`src/rtl/mysystem_mem_pkg.sv`:
```
// mysystem_mem_pkg: shared FSM encoding and test-pattern function for the RAM checker
package mysystem_mem_pkg;
    typedef enum logic [2:0] {IDLE, WR, RD_REQ, RD_WAIT, FIN} state_t;
    function automatic logic [31:0] pattern(input logic [31:0] seed, input logic [15:0] i);
        return seed ^ {i, ~i};
    endfunction
endpackage

```
`src/rtl/mysystem_mem_pattern.sv`:
```
// mysystem_mem_pattern: combinational P(i) generator; ports seed, idx (word index) -> data
module mysystem_mem_pattern
    import mysystem_mem_pkg::*;
#(
    parameter int IDX_W = 12
) (
    input  logic [31:0]      seed,
    input  logic [IDX_W-1:0] idx,
    output logic [31:0]      data
);
    assign data = pattern(seed, 16'(idx));
endmodule

```
`config.mk`:
```
export PLATFORM = sky130hd
export DESIGN_NAME = mysystem_mem_pattern
export DESIGN_NICKNAME = d
export VERILOG_FILES = /design/src/rtl/mysystem_mem_pkg.sv /design/src/rtl/mysystem_mem_pattern.sv
export SDC_FILE = /design/constraint.sdc
export NUM_CORES = 1
export LEC_CHECK = 0
export ABC_AREA = 0
export CAP_MARGIN = 20
export CORE_AREA = 2 2 39 41
export DETAILED_ROUTE_END_ITERATION = 7
export DIE_AREA = 0 0 41 43
export DONT_BUFFER_PORTS = 1
export PLACE_DENSITY = 0.38
export SLEW_MARGIN = 10
export SYNTH_ARGS = -nofsm -noshare
export SYNTH_HDL_FRONTEND = slang
export SYNTH_SLANG_ARGS = --single-unit
```
`constraint.sdc`:
```
create_clock -name vclk -period 0.8
set_input_delay 0.04 -clock vclk [all_inputs]
set_output_delay 0.04 -clock vclk [all_outputs]
set_load 0.01 [all_outputs]
```
After elaboration in Yosys (flattened, before gate mapping)
Cells that the tools add are included.

operators by class
  bitwise gates (word level) = 2

operator list
  operator                                         count
  32-bit by 28-bit bitwise XOR with 32-bit output  1
  12-bit inverter with 16-bit output               1

storage, ports and cells
  bits in registers = 0
  input port bits = 44

Depth between registers and ports, before layout
Gate-level depths: netlist of the first run.

  word-level depth = 2
  depth in mapped cells = 1
  mapped depth without buffers = 1

Least setup slack after synthesis of the first run
OpenSTA, ideal clock, no wires.

  path type = input to output
  from = input port idx[0]
  to = output port data[0]
  setup slack = 0.487 ns
  arrival = 0.273 ns
  cell stages on the path = 1
  required time = 0.760 ns
  cell sequence = xnor2_1

on the way
  cells in the longest elaborated chain, start to end = 2

RTL lines
  item                                             line                       source
  start: declaration                               mysystem_mem_pattern.sv:8  input logic [IDX_W-1:0] idx,
  12-bit inverter with 16-bit output               mysystem_mem_pkg.sv:5      return seed ^ {i, ~i};
  32-bit by 28-bit bitwise XOR with 32-bit output  mysystem_mem_pkg.sv:5
  end: declaration                                 mysystem_mem_pattern.sv:9  output logic [31:0] data

No other way between the ends.

Worst setup path after layout of the first run
  from = input port idx[4]
  to = output port data[4]

The elaborated chain is that of the path after synthesis.

==> flow_summary.yaml, run 1 <==
global_route:
  antenna_found_initial: 0
  grt_max_degree: 3
  grt_overflow_total: 0
  grt_pass1_vias: 120
  track_usage_pct: 2.90
  grt_pass1_wl_microns: 379
yosys:
  yosys.area.top_type: "xnor2_1"
  synth_top_area_share_pct: 41.2
  synth_area_leaders: "xnor2_1 (41%), xor2_1 (41%), buf_4 (12%)"
  syn_nets: 76
  ys_types: 4
  synth-warning-count: 0
  syn_area_per_cell_sq_um: 7.98
  syn_inst: 32
  seq_area_frac_synth_pct: 0
  syn_area_sq_um: 255
route:
  drc: 0
  routedWlPerCell_microns: 10.5
  num_vias: 211
  ant_nets: 0
  vias_per_cell: 4.80
  drt_iter0_drc: 0
  dr.pass1.iters: 1
  wl_microns: 460
floorplan:
  core_area_sq_um: 1380
  io_pins: 76
  die_w_microns: 41
  start_util_pct: 18.4
  fp-row-count: 14
  fp.dieArea_sq_um: 1760
  die_y_microns: 43
critical_path:
  worstPathRequired_ps: 760
  cp_cell_sequence: "xnor2_1"
  endpoint_kind: "primary output"
  crit_slowest_cell: "xnor2_1"
  path_class: "primary input to primary output"
  cp_num_buf_inv: 0
  cpPeakStageDelay_ps: 280
  cp_max_fo: 2
  cp.arrival_ps: 320
  path_delay_family: "XOR/XNOR gates"
  start_kind: "primary input"
placement:
  finalWeightedCongestion: 0.563
  dp.cells: 44
  port_buffers: 0
  hpwlAfterDp_microns: 449
sta:
  fin_crit_sh_pct: 44.5
  rsz0062_at_grt: "false"
  min_period_ps: 356
  drv_slew: 0
  setup_violations: 0
  slew_headroom_pct: 79.0
  worst_pin_slew_ps: 313
  max_freq_mhz: 2810
  fin_setup_tns_ps: 0
  hold_viol_final: 0
pwr:
  power.internal_mw: 0.0680
  p_leak_nw: 0.0974
  seq_power_share_pct: 0
  netSwitchingFraction_pct: 62.7
  clockPowerShare_pct: 0
  powerDensity_nw_per_um2: 742
  ir_worst_vdd_v: 0.000146
  combPwrFrac_pct: 100.0
  p_sw_mw: 0.114
finish:
  nets: 74
  ff_latch_area_sq_um: 0
  nClkBuffers: 0
  seq_cells: 0
  drive_gt1_share_pct: 0
  area_growth_pct: -3.92
  fillCellCount: 153
  fin_cells: 44
  antenna_cells: 0
worst_hold_path:
  hold_depth: 0
  hp-class: "primary input to primary output"
  hold_path.startpoint: "seed[31]"
  hold_end: "data[31]"
flow_run:
  drv_cap: 0
clocking:
  post-cts-setup-buffer-count: 0
  cts-resized-gates: 0
  cts_hold_buf: 0
status:
  status: "completed"
==> final cells by class <==
cell class                 count  area (sq um)  area share [%]
multi-input combinational     24           210            85.7
tap                           16          20.0            8.16
inverter                       4          15.0            6.12
==> cells by family after synthesis <==
logic type	share of synthesized area [%]
xor+xnor	82.4
buf+inv	17.6
==> synthesized netlist by cell type <==
| cell | number |
|---|---|
| buf_4 | 4 |
| inv_1 | 4 |
| xnor2_1 | 12 |
| xor2_1 | 12 |
==> power groups by stage <==
stage	Combinational, mW	Sequential, mW	Clock [mW]
floorplan	0.194	0	0
global placement	0.187	0	0
detailed placement	0.184	0	0
CTS	0.185	0	0
global route	0.199	0	0
finish	0.182	0	0
==> cells in the final DEF, fill, tap and decap left out <==
master and n:
inv_1 4, xnor2_1 12, xor2_1 12
==> worst max path at each step <==
stage / start / endpoint / slack [ps] / cells after the start
4_1_cts: idx[4] / data[4] / 430 / 1
3_5_place_dp: idx[4] / data[4] / 430 / 1
3_3_place_gp: idx[4] / data[4] / 450 / 1
2_1_floorplan: idx[0] / data[0] / 490 / 1
6_report: idx[4] / data[4] / 440 / 1
5_1_grt: idx[10] / data[10] / 420 / 1
==> per-stage QoR <==
stage | util [%] | worst slack (ps) | hold slack (ps) | cell area, sq um | power [mW]
after global placement | 17.7 | 449 | 80.1 | 245 | 0.187
after global routing | 17.7 | 415 | 80.0 | 245 | 0.199
after detailed placement | 17.7 | 431 | 80.1 | 245 | 0.184
final | 17.7 | 444 | 80.0 | 245 | 0.182
after CTS | 17.7 | 431 | 80.1 | 245 | 0.185
after floorplan | - | 487 | 124 | 255 | 0.194
==> routing by layer <==
metal,global-route usage (%),vias to the layer above,share of wire (%)
met5,0,-,0
met2,6.25,45,49
li1,-,80,-
met3,0.524,0,31
met1,2.53,86,19
met4,0,0,0
(Power assumes the default switching activity.)
==> run 2, diff against run 1 <==
ABC_AREA = 1   (was 0)
PLACE_DENSITY = 0.54   (was 0.38)
==> run 2 against run 1 <==
  * Wire length increased by 80%
  * First-iteration DRC count increased by 3
  * Sequential share of layout area unchanged
==> flow_summary.yaml, run 2 <==
status:
  status: "completed"
finish:
  antenna_cells: 0
  fillCellCount: 158
  ff_latch_area_sq_um: 0
  nets: 158
  seq_cells: 0
  final_core_util_pct: 31.8
  final_cell_mix: "nand2_1 (72), inv_1 (40)"
  fin_cells: 128
  layout.cells.most_common: "nand2_1"
  nClkBuffers: 0
  drive_gt1_share_pct: 0
  area_growth_pct: -2.22
sta:
  layout_setup_ws_ps: 516
  drv_slew: 0
  worst_pin_slew_ps: 121
  hold_viol_final: 0
  rsz0062_at_grt: "false"
  min_period_ps: 284
  hold_slack_ps: 80.0
  fin_setup_tns_ps: 0
  fin_crit_sh_pct: 35.5
  slew_headroom_pct: 91.9
  max_freq_mhz: 3520
  setup_violations: 0
route:
  drt_iter0_drc: 3
  wl_met1_microns: 248
  num_vias: 552
  wl_met2_microns: 433
  wl_microns: 830
  drc: 0
  routedWlPerCell_microns: 6.48
  highest_layer: "met3"
  dr.pass1.iters: 4
  wl_met3_microns: 148
  ant_nets: 0
  vias_per_cell: 4.31
floorplan:
  die_w_microns: 41
  start_util_pct: 32.5
  fp.dieArea_sq_um: 1760
  die_y_microns: 43
  io_pins: 76
  core_area_sq_um: 1380
  fp-row-count: 14
global_route:
  antenna_found_initial: 0
  grt_pass1_vias: 391
  grt_overflow_total: 0
  grt_pass1_wl_mm: 1.19
  grt_max_degree: 4
  track_usage_pct: 8.59
critical_path:
  endpoint_kind: "primary output"
  path_class: "primary input to primary output"
  cp.arrival_ps: 240
  start_kind: "primary input"
  cp_max_fo: 3
  worstPathRequired_ps: 760
yosys:
  synth_top_area_share_pct: 60.0
  syn_nets: 160
  ys_types: 3
  yosys-top-cells-count: "nand2_1 (72), inv_1 (40), buf_4 (4)"
  seq_area_frac_synth_pct: 0
  yosys.area.top_type: "nand2_1"
  syn_area_sq_um: 450
  synth_area_leaders: "nand2_1 (60%), inv_1 (33%), buf_4 (6.7%)"
  syn_area_per_cell_sq_um: 3.88
  synth.most_common_cell: "nand2_1"
  synth-warning-count: 0
  syn_inst: 116
clocking:
  cts-resized-gates: 0
  cts_hold_buf: 0
  post-cts-setup-buffer-count: 0
pwr:
  p_leak_nw: 0.424
  powerDensity_nw_per_um2: 465
  ir_worst_vdd_v: 0.000150
worst_hold_path:
  hp-class: "primary input to primary output"
  hold_depth: 0
placement:
  dp.cells: 128
  port_buffers: 0
  hpwlAfterDp_microns: 796
  place_ws_ps: 513
  finalWeightedCongestion: 0.582
flow_run:
  drv_cap: 0
-- run 2: where the power goes --
| group | internal, mW | switching (mW) |
|---|---|---|
| sequential | 0 | 0 |
| clock | 0 | 0 |
| combinational | 0.0621 | 0.143 |
| total | 0.0621 | 0.143 |
-- run 2: worst max-delay path, stage by stage --
cell and delay, ps:
inv_1 40, nand2_1 50, nand2_1 110
-- run 2: layout make-up --
class	instances	area, sq um	share of cell area (%)
Inverter	40	150	34.1
Multi-Input combinational cell	72	270	61.4
Tap cell	16	20.0	4.55
-- run 2: cell families after synthesis --
logic type,count (synthesis),share of synthesized area (%)
and+or+nand+nor,72,60.0
buffers and inverters,44,40.0
-- run 2: layer usage --
metal / up-vias / GRT usage [%]
met5: - / 0
met4: 0 / 0.667
met3: 0 / 0
met2: 43 / 18.8
met1: 213 / 7.91
li1: 296 / -
-- run 2: final timing paths --
check | from | to
max | idx[3] | data[19]
min | seed[29] | data[29]
-- run 2: per-stage QoR --
stage	total power, mW	instance area, sq um
after floorplan	0.210	450
after global placement	0.201	440
after detailed placement	0.208	440
after CTS	0.209	440
after global routing	0.246	440
final	0.205	440
